### config.mk
export PLATFORM = sky130hd
export DESIGN_NAME = intt_burst_scheduler
export DESIGN_NICKNAME = d
export VERILOG_FILES = /design/src/rtl/intt_burst_scheduler.sv
export SDC_FILE = /design/constraint.sdc
export NUM_CORES = 1
export LEC_CHECK = 0
export CORE_AREA = 3 3 189 191
export DETAILED_ROUTE_END_ITERATION = 8
export DIE_AREA = 0 0 192 194
export HOLD_SLACK_MARGIN = 0.1
export PLACE_DENSITY = 0.69
export SLEW_MARGIN = 20
export SYNTH_ARGS = -nofsm -noshare
export SYNTH_HDL_FRONTEND = slang
export SYNTH_SLANG_ARGS = --single-unit
### constraint.sdc
create_clock -name clk -period 1.86 [get_ports clk]
set_clock_uncertainty 0.2 [all_clocks]
set_input_delay 0.372 -clock clk [delete_from_list [all_inputs] [get_ports clk]]
set_output_delay 0.372 -clock clk [all_outputs]
set_load 0.03 [all_outputs]
### src/rtl/intt_burst_scheduler.sv
// rtl/intt_burst_scheduler.sv - round-robin burst scheduler sharing one pipelined iNTT between two sources
module intt_burst_scheduler #(
    parameter int BURST = 32,
    parameter int LAT   = 12,
    parameter int W     = 12
) (
    input  logic           clk,
    input  logic           r,
    input  logic           s0_valid,
    output logic           s0_ready,
    input  logic [8*W-1:0] s0_coeffs,
    input  logic           s1_valid,
    output logic           s1_ready,
    input  logic [8*W-1:0] s1_coeffs,
    output logic           nt_valid_in,
    output logic [8*W-1:0] nt_coeffs,
    input  logic           nt_valid_out,
    input  logic [8*W-1:0] nt_coeffs_out,
    output logic [8*W-1:0] d_coeffs,
    output logic           d0_valid,
    output logic           d1_valid,
    output logic           d0_last,
    output logic           d1_last,
    output logic           busy,
    output logic           sync_err
);

    localparam int CW = (BURST > 1) ? $clog2(BURST) : 1;

    typedef enum logic [1:0] {IDLE, GNT0, GNT1} state_t;

    state_t          state;
    logic [CW-1:0]   count;
    logic            ptr;
    logic            issue_id;
    logic            issue_last;
    logic [LAT-1:0]  tag_v;
    logic [LAT-1:0]  tag_id;
    logic [LAT-1:0]  tag_last;

    logic accept;
    logic gid;
    logic burst_end;
    logic hit_v;
    logic hit_id;
    logic hit_last;
    logic match;

    assign s0_ready  = (state == GNT0);
    assign s1_ready  = (state == GNT1);
    assign gid       = (state == GNT1);
    assign accept    = (s0_ready & s0_valid) | (s1_ready & s1_valid);
    assign burst_end = accept && (count == CW'(BURST - 1));

    // The oldest tag entry lines up with the iNTT result appearing this cycle.
    assign hit_v    = tag_v[LAT-1];
    assign hit_id   = tag_id[LAT-1];
    assign hit_last = tag_last[LAT-1];
    assign match    = hit_v & nt_valid_out;

    // A beat registered into nt_valid_in is in flight even before it enters the tag line.
    assign busy = (state != IDLE) | nt_valid_in | (|tag_v);

    always_ff @(posedge clk or negedge r) begin
        if (!r) begin
            state <= IDLE;
            count <= '0;
            ptr   <= 1'b0;
        end else begin
            case (state)
                IDLE: begin
                    if (s0_valid && s1_valid)
                        state <= ptr ? GNT1 : GNT0;
                    else if (s0_valid)
                        state <= GNT0;
                    else if (s1_valid)
                        state <= GNT1;
                end
                GNT0: begin
                    if (burst_end) begin
                        count <= '0;
                        ptr   <= 1'b1;
                        state <= s1_valid ? GNT1 : (s0_valid ? GNT0 : IDLE);
                    end else if (accept) begin
                        count <= count + 1'b1;
                    end
                end
                GNT1: begin
                    if (burst_end) begin
                        count <= '0;
                        ptr   <= 1'b0;
                        state <= s0_valid ? GNT0 : (s1_valid ? GNT1 : IDLE);
                    end else if (accept) begin
                        count <= count + 1'b1;
                    end
                end
                default: state <= IDLE;
            endcase
        end
    end

    always_ff @(posedge clk or negedge r) begin
        if (!r) begin
            nt_valid_in <= 1'b0;
            nt_coeffs   <= '0;
            issue_id    <= 1'b0;
            issue_last  <= 1'b0;
        end else begin
            nt_valid_in <= accept;
            issue_id    <= gid;
            issue_last  <= burst_end;
            if (accept)
                nt_coeffs <= gid ? s1_coeffs : s0_coeffs;
        end
    end

    always_ff @(posedge clk or negedge r) begin
        if (!r) begin
            tag_v    <= '0;
            tag_id   <= '0;
            tag_last <= '0;
        end else begin
            tag_v[0]    <= nt_valid_in;
            tag_id[0]   <= issue_id;
            tag_last[0] <= issue_last;
            for (int i = 1; i < LAT; i++) begin
                tag_v[i]    <= tag_v[i-1];
                tag_id[i]   <= tag_id[i-1];
                tag_last[i] <= tag_last[i-1];
            end
        end
    end

    // Results without a tag are dropped; tags without a result are discarded.
    always_ff @(posedge clk or negedge r) begin
        if (!r) begin
            d0_valid <= 1'b0;
            d1_valid <= 1'b0;
            d0_last  <= 1'b0;
            d1_last  <= 1'b0;
            d_coeffs <= '0;
            sync_err <= 1'b0;
        end else begin
            d0_valid <= match & ~hit_id;
            d1_valid <= match & hit_id;
            d0_last  <= match & ~hit_id & hit_last;
            d1_last  <= match & hit_id & hit_last;
            if (match)
                d_coeffs <= nt_coeffs_out;
            if (nt_valid_out != hit_v)
                sync_err <= 1'b1;
        end
    end

endmodule
# Word level (Yosys, flattened, before mapping)
# Cells that the tools add are included.
# totals
ff_bits	244
input_bits	293
out_inout_bits	201
word_cells	63
# op_classes
n_addsub	1
eq_ne	7
mux	17
n_bitwise	11
reduce_logical	11
# ops
operator	n
96-bit 2-to-1 mux	1
2-bit 2-to-1 mux	9
12-bit OR reduction	1
5-bit 2-to-1 mux	2
1-bit AND	7
2-bit case mux with 3 select lines	1
3-bit AND reduction	2
2-bit nonzero test	3
5-bit by 1-bit adder with 5-bit output, second input constant	1
5-bit == test, second input constant	1
2-bit by 1-bit inequality test with 1-bit output, second input constant	2
4-bit inequality test, second input constant	1
1-bit 2-to-1 mux	3
1-bit bitwise OR	3
2-bit by 1-bit == test with 1-bit output, second input constant	1
2-bit == test, second input constant	1
1-bit logical AND	2
2-bit logical NOT	1
1-bit case mux with 2 select lines	1
2-bit AND reduction	1
2-bit OR reduction	1
1-bit inequality test	1
1-bit inverter	1

# Logic depth before layout (Yosys ltp)
# Gate-level depths: netlist of run 1.
# depth
ltp_word	6
depth_mapped	9
mapped_depth_nobuf	7

# Worst setup path before layout of run 1
# Ideal clock, no wire load.
# synth_timing
kind	reg2reg
from	reg state[0]
to	reg count[2]
setup_ps	66
t_arrival_ps	1916
required_ps	1594
slack_ps	-322
path_stages_with_launch	10
path_buffers	2
synth_period_minus_slack_ps	2182
path_cell_list	dfrtp_1 inv_1 ha_1 buf_2 a22oi_2 buf_6 clkinv_2 nand2_4 or4b_1 nand2_1
# synth_between
elab_chain_len	6
word_cells_on_any_way	10
cone_classes	2 x eq/ne; 1 x mux; 3 x bitwise; 4 x reduce/logical
# synth_lines
item	line	text
from (decl)	32	state_t state;
from (signal assigned)	73	state <= ptr ? GNT1 : GNT0;
from (signal assigned)	83	state <= s1_valid ? GNT1 : (s0_valid ? GNT0 : IDLE);
from (signal assigned)	92	state <= s0_valid ? GNT0 : (s1_valid ? GNT1 : IDLE);
2-bit == test (*)	50	assign s1_ready = (state == GNT1);
via s1_ready	13	output logic s1_ready,
1-bit AND (*)	52	assign accept = (s0_ready & s0_valid) | (s1_ready & s1_valid);
1-bit bitwise OR (*)	52	
via accept	41	logic accept;
1-bit logical AND	53	assign burst_end = accept && (count == CW'(BURST - 1));
2-bit nonzero test (no source line)	-	
2-bit AND reduction (no source line)	-	
to (signal assigned)	85	count <= count + 1'b1;
to (signal assigned)	94	count <= count + 1'b1;
to (decl)	33	logic [CW-1:0] count;
# Mark *: on every way through the listed nets, which the timed path passes. The rest lies on a longest branch.
# A chain may end at the register's enable or synchronous reset.

# Final worst setup path of run 1
# layout_timing
from	reg state[0]
to	out busy
# layout_between
elab_chain_len	3
# layout_lines
item	line	text
2-bit nonzero test	62	assign busy = (state != IDLE) | nt_valid_in | (|tag_v);
1-bit bitwise OR (2 in a row)	62	
to (decl)	24	output logic busy,
# Every way passes these cells.

==> results of run 1 <==
[repair_timing]
item                                   4_1_cts  5_1_grt
setup endpoints to repair                  282      176
setup buffers                               19       15
pin swaps                                    4       10
gates resized for setup                    529      281
endpoints found under the hold margin      244        0
cloned                                      13        8
hold buffers                                 1        0
[placed cells by master, fill, tap and decap left out, types with 35 or more instances in the layout]
| master | count |
|---|---|
| buf_4 | 54 |
| clkbuf_16 | 35 |
| clkbuf_2 | 55 |
| clkdlybuf4s15_1 | 40 |
| clkdlybuf4s15_2 | 84 |
| clkdlybuf4s50_1 | 291 |
| dfrtp_1 | 244 |
| mux2_2 | 96 |
| mux2i_1 | 94 |
| nand2_1 | 69 |
| o21ai_1 | 73 |
[routing by layer]
layer | track usage (%) | share of wire (%)
met5 | 0 | 0.037
met4 | 4.18 | 1.7
met3 | 6.47 | 10
met2 | 31.1 | 52
met1 | 19.1 | 36
[final timing paths]
path / from / endpoint / slack, ps / cells past startpoint
max: state[0] / busy / -350 / 5
min: issue_id / tag_id[0] / 140 / 0
max reg2reg: state[0] / nt_coeffs[7] / -250 / 12
min reg2reg: issue_id / tag_id[0] / 140 / 0
max in group asynchronous: r / d_coeffs[12] / 630 / 3
min in group asynchronous: r / nt_coeffs[78] / 170 / 2
[where the power goes]
group | internal (mW) | total [mW] | switching, mW
Sequential | 7.70 | 9.05 | 1.36
Clock | 3.71 | 5.85 | 2.14
Combinational | 7.49 | 16.6 | 9.08
[through the flow]
stage	TNS (ps)	instances	utilization (%)
detailed placement	-39440	1701	45.4
global route	-24750	1795	51.2
global placement	-34090	1701	45.4
floorplan	-5130	731	-
CTS	-16300	1781	50.5
finish	-16500	1797	51.3
[worst reg2reg max path, stage by stage, from the launching register on]
cell     delay [ps]
dfrtp_1         370
inv_2            60
buf_4           140
ha_4            170
buf_6           120
a22oi_2         190
buf_6           150
buf_12          120
buf_12          140
buf_12          130
buf_16          130
nand2_2          50
o21ai_1          70
[kinds of logic after synthesis]
logic type / count (synthesis) / share of synthesized area, %
AO/OA/AOI/OAI: 112 / 6.09
AND/OR/NAND/NOR: 122 / 5.34
flip-flops: 244 / 63.5
adder cells (fa/ha/maj): 7 / 0.911
multiplexers: 195 / 21.6
buffers and inverters: 51 / 2.53
[flip-flops by register name (all words and copies together) (netlist names), 2 cells and up]
register / cells
count: 5
tag_id: 12
tag_last: 12
state: 2
d_coeffs: 96
nt_coeffs: 96
tag_v: 12
[final cells by class]
class / instances / area (sq um)
multi-input combinational: 436 / 3590
antenna: 2 / 5.00
tap: 455 / 569
fill: 2990 / 16700
clock buffer: 35 / 766
inverter: 6 / 27.5
clock inverter: 13 / 225
timing repair buffer: 606 / 6280
sequential: 244 / 6110
==> results.yml, run 1 <==
yosys:
  syn_nets: 1031
  seq_area_frac_synth_pct: 63.5
  synth_most_common_cell: "dfrtp_1"
  yosysTopAreaCellShare_pct: 63.5
  synthTopCellsByCount: "dfrtp_1 (244), o21ai_0 (100), mux2_2 (99), nand2_1 (99), mux2i_1 (96)"
  ys_warn_count: 0
  synth_area_sq_um: 9610
  yosys_most_used_dff: "dfrtp_1"
  syn_avg_cell_area_sq_um: 13.1
  yosys-top-cells-area: "dfrtp_1 (64%), mux2_2 (12%), mux2i_1 (10%), o21ai_0 (5.2%), nand2_1 (3.9%)"
  ys_ff_latch: 244
  async_flop_share_pct: 100
  yosys.area.top_type: "dfrtp_1"
  netlist_instances: 731
  synth.distinct_cells: 33
  synth_edf_count: 0
route:
  wl_per_cell_um: 19.4
  first_iter_violations: 178
  drc: 0
  vias: 7923
  ant_nets: 0
  drt-pass1-iter-count: 4
  wl_um: 34800
  via_per_inst: 4.41
clocking:
  insertion_delay_ps: 530
  root_buffer: "clkbuf_16"
  h-tree-depth: 1
  cts.sinks: 244
  cts_made_buffers: 26
  clock_path_buffers: 3
  cts_tree: "yes"
  clk_pin_slew_ps: 60
pwr:
  cellLeakagePower_nw: 7.74
  p_per_area_nw_per_um2: 1790
  power.total_mw: 31.5
  ir_drop_uv: 897
sta:
  drv_slew: 0
  relSlewSlack_pct: 68.4
  fmax_mhz: 453
  timing.hold.ws_ps: 144
  fin_ws_ps: -349
  setup_violations: 102
  fin_crit_ps: 2210
  rsz0062_at_grt: "true"
  tightest_slew_ps: 474
  period_share_pct: 119
  hold_violations: 0
global_route:
  grt_pass1_wl_um: 49500
  grt_max_degree: 52
  grt_usage_pct: 17.3
  overflow: 0
  grt_pass1_vias: 8428
  antenna_found_initial: 3
place:
  place.gp.congestion: 0.799
  hpwl_um: 24800
  placed_area_sq_um: 15600
  numPortBuffers: 493
  place_worst_setup_slack_ps: -370
status:
  failed_checks: "setup timing"
  status: "complete, but fails checks"
finish:
  layout.nets: 1620
  final_area_sq_um: 17600
  drive_above_1_share_pct: 36.9
  area_delta_synth_final_pct: 82.9
run:
  maxCapViolCount: 0
worst_setup_path:
  worstSetupStartpointType: "flop"
  endpoint_kind: "output pin"
  max_stage_delay_ps: 400
  worstPathRequired_ps: 1290
  crit_chain: "inv_2 -> ha_4 -> nor4b_4 -> nand4_1 -> buf_6"
  cp.arrival_ps: 1640
  path_class: "reg2out"
  critPathSlowestCell: "dfrtp_1"
  path_buf_inv: 2
  critPathMaxFanout: 2
  path_delay_family: "flip-flops"
die:
  chipHeight_um: 194
  dieArea_sq_um: 37200
  num_rows: 68
  initial_utilization_pct: 28.0
  die_w_um: 192
  coreArea_sq_um: 34300
  pin_count: 494
min_path:
  min_path_type: "reg2reg"
(Power assumes the default switching activity.)
==> inputs of run 2 (changes only) <==
- ABC_AREA: not set -> 1
==> results.yml, run 2 <==
status:
  status: "complete, but fails checks"
  failed_checks: "setup timing"
yosys:
  netlist_instances: 1057
  synth_top_family_by_area: "simple AND/OR/NAND/NOR gates"
  yosys-top-cells-area: "dfrtp_1 (63%), nand2_1 (20%), a31oi_1 (6.2%), nor2_1 (3.9%), buf_6 (1.2%)"
  yosys.area_share.adder_pct: 0.909
  synthXorXnorAreaFrac_pct: 0.0909
  synth_area_sq_um: 9630
  synthTopCellsByCount: "nand2_1 (510), dfrtp_1 (244), nor2_1 (101)"
  ys_warn_count: 0
  synth_most_common_cell: "nand2_1"
  yosys.area_share.simple_pct: 24.6
  syn_avg_cell_area_sq_um: 9.11
  yosys_most_used_dff: "dfrtp_1"
  syn_nets: 1357
  synth_compound_area_share_pct: 6.55
  yosys.area.top_type: "dfrtp_1"
  yosysTopAreaCellShare_pct: 63.4
  synth.distinct_cells: 21
  async_flop_share_pct: 100
  seq_area_frac_synth_pct: 63.4
  synthMuxAreaShare_pct: 0.104
  synth_edf_count: 0
  ys_ff_latch: 244
route:
  drc: 0
  via_per_inst: 4.61
  ant_nets: 0
  wl_per_cell_um: 18.8
  drt-pass1-iter-count: 5
  first_iter_violations: 444
  wl_um: 39100
  vias: 9598
finish:
  fin_util_pct: 50.4
  layout.nets: 1905
  multi_input_area_sq_um: 3460
  final_common_cell: "nand2_1"
  nFillCells: 3029
  drive_above_1_share_pct: 22.4
  reg_top3: "d_coeffs: 96 flops, nt_coeffs: 96 flops"
  layout_common_cells: "nand2_1 (504), clkdlybuf4s50_1 (291), dfrtp_1 (244)"
  seqCellArea_sq_um: 6110
  area_delta_synth_final_pct: 79.6
clocking:
  root_buffer: "clkbuf_16"
  cts.sinks: 244
  clk_pin_slew_ps: 60
  insertion_delay_ps: 530
  h-tree-depth: 1
  cts_made_buffers: 27
  clock_path_buffers: 3
  cts_tree: "yes"
worst_setup_path:
  cp.arrival_ps: 1540
  r2r_end: "nt_coeffs[84]"
  endpoint_kind: "output pin"
  crit_path_start: "state[0]"
  path_class: "reg2out"
  r2r_cells: 10
  worstSetupStartpointType: "flop"
  critPathMaxFanout: 2
  worstPathRequired_ps: 1290
  reg2reg_slack_ps: -80
  r2r_start: "state[0]"
pwr:
  power_frac_clock_pct: 17.6
  ir_drop_uv: 884
  p_switching_mw: 13.0
  sw_frac_of_total_pct: 43.2
  combPwrFrac_pct: 52.8
  p_int_mw: 17.1
  cellLeakagePower_nw: 7.95
  seq_power_share_pct: 29.7
  p_per_area_nw_per_um2: 1740
global_route:
  grt_pass1_vias: 9365
  grt_pass1_wl_um: 53000
  overflow: 0
  grt_usage_pct: 17.8
  antenna_found_initial: 5
  grt_max_degree: 79
run:
  maxCapViolCount: 0
sta:
  fmax_mhz: 474
  fin_crit_ps: 2110
  fin_ws_ps: -250
  relSlewSlack_pct: 69.7
  rsz0062_at_grt: "true"
  drv_slew: 0
  period_share_pct: 113
  hold_violations: 0
  setup_violations: 32
  tightest_slew_ps: 455
place:
  hpwl_um: 26700
  numPortBuffers: 493
  place_worst_setup_slack_ps: -222
  place.gp.congestion: 0.853
die:
  die_w_um: 192
  dieArea_sq_um: 37200
  chipHeight_um: 194
  pin_count: 494
  coreArea_sq_um: 34300
  initial_utilization_pct: 28.1
  num_rows: 68
min_path:
  holdCritStartpoint: "tag_id[10]"
  whs_endpoint: "tag_id[11]"
  min_path_type: "reg2reg"
  min_path_cells: 0
run 2: cell types whose count changed after synthesis, moves of 5 or more:
cell	delta
inv_1	+8
buf_4	+8
o21ai_0	-96
clkbuf_1	+16
nor2_1	+97
a31oi_1	+95
mux2i_1	-95
mux2_2	-99
nand3_1	+5
buf_2	-15
buf_6	+9
nand2_1	+411
run 2: what timing repair did:
| action | in CTS | in global routing |
|---|---|---|
| buffers inserted | 3 | 8 |
| setup endpoints to repair | 198 | 135 |
| gates resized for setup | 581 | 101 |
| hold endpoints to repair | 244 | 0 |
| pin swaps | 1 | 3 |
| gates cloned | 0 | 26 |
| hold buffers | 1 | 0 |
run 2: area by class of cell:
type	count	share of cell area, %
clock buffer	39	4.51
timing repair buffer	578	35.9
multi-input combinational	739	20.0
sequential	244	35.3
tap	455	3.29
clock inverter	8	0.564
antenna	3	0.0434
inverter	15	0.354
run 2: power groups by stage:
stage	registers [mW]	logic [mW]	clock network, mW
2_1_floorplan	12.8	4.05	0
3_3_place_gp	8.88	14.5	0
3_5_place_dp	8.96	14.7	0
4_1_cts	8.93	14.2	5.46
5_1_grt	9.21	17.0	5.64
6_report	8.95	15.9	5.29
run 2: cells by family (layout without fill, tap and decap cells):
group,after synthesis,in the layout
AO/OA/AOI/OAI,102,102
XOR/XNOR,1,1
adder cells (fa/ha/maj),7,7
buffers and inverters,78,640
flip-flops,244,244
multiplexers,1,1
other,0,3
AND/OR/NAND/NOR,624,628
run 2: worst max path at each step:
stage / endpoint / depth (start not counted)
5_1_grt: busy / 5
3_5_place_dp: busy / 5
3_3_place_gp: busy / 5
4_1_cts: busy / 5
6_report: busy / 5
2_1_floorplan: nt_coeffs[10] / 8
run 2: metrics by stage:
stage	hold WS (ps)	instance area [sq um]	power [mW]	setup TNS (ps)	instances
after floorplan	-124	9630	16.8	0	1057
after global placement	126	15400	23.4	-1100	1994
after detailed placement	135	15400	23.6	-3940	1994
after CTS	133	16500	28.6	-845	2045
after global routing	147	17300	31.8	-5060	2081
final	143	17300	30.2	-1620	2081
run 2: critical path, stage by stage (launching register included):
cell and delay [ps]:
dfrtp_1 390, inv_2 80, ha_4 130, nor3b_2 140, nand3_1 100, buf_6 160
run 2: metal layers:
metal	up-vias	global-route usage (%)	wire, um
met3	77	6.65	4040
met2	448	31.6	19600
met4	4	4.56	1230
met1	4592	20.1	14200
met5	-	0	35
li1	4477	-	-
==> inputs of run 3 (changes only) <==
--- a/config.mk
+++ b/config.mk
@@ -12,4 +12,5 @@
 export HOLD_SLACK_MARGIN = 0.1
 export PLACE_DENSITY = 0.69
+export RECOVER_POWER = 100
 export SLEW_MARGIN = 20
 export SYNTH_ARGS = -nofsm -noshare
--- a/constraint.sdc
+++ b/constraint.sdc
@@ -3,3 +3,3 @@
 set_input_delay 0.372 -clock clk [delete_from_list [all_inputs] [get_ports clk]]
 set_output_delay 0.372 -clock clk [all_outputs]
-set_load 0.03 [all_outputs]
+set_load 0.005 [all_outputs]
==> results.yml, run 3 (synthesis results as in run 2) <==
pwr:
  p_switching_mw: 9.35
  p_int_mw: 17.1
  p_per_area_nw_per_um2: 1520
  sw_frac_of_total_pct: 35.4
  ir_drop_uv: 773
  seq_power_share_pct: 33.5
  power_frac_clock_pct: 19.1
  combPwrFrac_pct: 47.4
  cellLeakagePower_nw: 8.27
sta:
  fin_ws_ps: -198
  hold_violations: 0
  drv_slew: 0
  setup_violations: 83
  relSlewSlack_pct: 10.2
  timing.hold.ws_ps: 142
  rsz0062_at_grt: "true"
  fmax_mhz: 486
  period_share_pct: 111
  tightest_slew_ps: 1350
  fin_setup_tns_ps: -4490
  fin_crit_ps: 2060
route:
  vias: 9786
  via_per_inst: 4.66
  drt-pass1-iter-count: 5
  wl_per_cell_um: 19.3
  wl_um: 40500
  ant_nets: 0
  first_iter_violations: 443
  drc: 0
place:
  numPortBuffers: 493
  place.gp.congestion: 0.828
  placed_area_sq_um: 15300
  hpwl_um: 27700
  dp.cells: 1991
global_route:
  grt_pass1_wl_um: 58600
  grt_max_degree: 43
  overflow: 0
  antenna_found_initial: 4
  grt_usage_pct: 20.3
  grt_pass1_vias: 9937
finish:
  final_area_sq_um: 17300
  multi_input_area_sq_um: 3400
  seqCellArea_sq_um: 6110
  area_delta_synth_final_pct: 80.1
  drive_above_1_share_pct: 13.2
  final_common_cell: "nand2_1"
  layout.nets: 1921
  layout_common_cells: "nand2_1 (470), clkdlybuf4s50_1 (291), dfrtp_1 (244)"
  final_cells: 2099
  reg_top3: "d_coeffs: 96 flops, nt_coeffs: 96 flops"
  fin_util_pct: 50.6
  nFillCells: 3087
min_path:
  min_path_type: "reg2reg"
  whs_endpoint: "tag_last[8]"
  min_path_cells: 0
  holdCritStartpoint: "tag_last[7]"
die:
  initial_utilization_pct: 28.1
  dieArea_sq_um: 37200
  coreArea_sq_um: 34300
  num_rows: 68
  die_w_um: 192
  chipHeight_um: 194
  pin_count: 494
worst_setup_path:
  r2r_end: "nt_coeffs[30]"
  worstPathRequired_ps: 1290
  path_class: "reg2out"
  worstSetupStartpointType: "flop"
  critPathMaxFanout: 2
  r2r_start: "state[0]"
  reg2reg_slack_ps: -140
  cp.arrival_ps: 1490
  endpoint_kind: "output pin"
  r2r_cells: 11
clocking:
  h-tree-depth: 1
  root_buffer: "clkbuf_16"
  clk_pin_slew_ps: 60
  cts.sinks: 244
  cts_tree: "yes"
  clock_path_buffers: 3
  cts_made_buffers: 26
  insertion_delay_ps: 530
status:
  status: "complete, but fails checks"
  failed_checks: "setup timing"
run:
  maxCapViolCount: 0
## run 3: cell count changes in the layout (fill, tap and decap cells not counted), moves of 9 or more
cell             delta
nand2_2            +34
clkdlybuf4s15_2   -148
dlygate4sd2_1     +191
nand2_1            -34
clkbuf_16          -11
buf_12             +10
buf_16             +14
clkbuf_2           -27
buf_6               -9
## run 3: final cells by class
type / count / share of cell area (%)
repair buffers: 597 / 36.6
clock buffers: 38 / 4.30
flip-flops and latches: 244 / 35.2
multi-input cells: 736 / 19.6
well taps: 455 / 3.28
repair inverters: 1 / 0.0649
diodes: 4 / 0.0577
clock inverters: 9 / 0.490
inverters: 15 / 0.397
## run 3: critical path, cell delays in order (launching register included)
cell and delay (ps):
dfrtp_1 390, inv_2 90, ha_4 130, nor3b_2 140, nand3_1 80, buf_2 140
## run 3: how the worst max path moves through the flow
stage | startpoint | end | cells past startpoint
final | state[1] | busy | 5
after global routing | state[0] | busy | 5
after CTS | state[0] | busy | 5
after detailed placement | state[0] | busy | 5
after global placement | state[0] | busy | 5
after floorplan | state[0] | nt_coeffs[10] | 8
## run 3: layer usage
layer	track usage, %	vias up	wire (um)
met1	22.8	4712	14600
met4	9.12	0	1890
li1	-	4511	-
met5	0	-	0
met3	7.09	82	4230
met2	34.6	481	19900
## run 3: through the flow
stage          setup slack [ps]  power [mW]
6_report                   -198        26.4
2_1_floorplan               128        13.0
3_3_place_gp               -137        19.5
5_1_grt                    -309        28.1
4_1_cts                    -251        25.7
3_5_place_dp               -123        19.7
## run 3: what timing repair did
action	CTS	global route
hold buffers	1	0
gates resized for setup	308	54
setup endpoints to repair	257	109
hold endpoints to repair	244	0
pin swaps	28	43
buffers inserted	18	19
gates cloned	18	7
## run 3: power groups by stage
stage / combinational [mW] / clock [mW] / sequential (mW)
floorplan: 4.01 / 0 / 8.98
global placement: 10.6 / 0 / 8.87
detailed placement: 10.8 / 0 / 8.95
CTS: 11.7 / 5.19 / 8.84
global route: 13.6 / 5.42 / 9.13
finish: 12.5 / 5.05 / 8.85
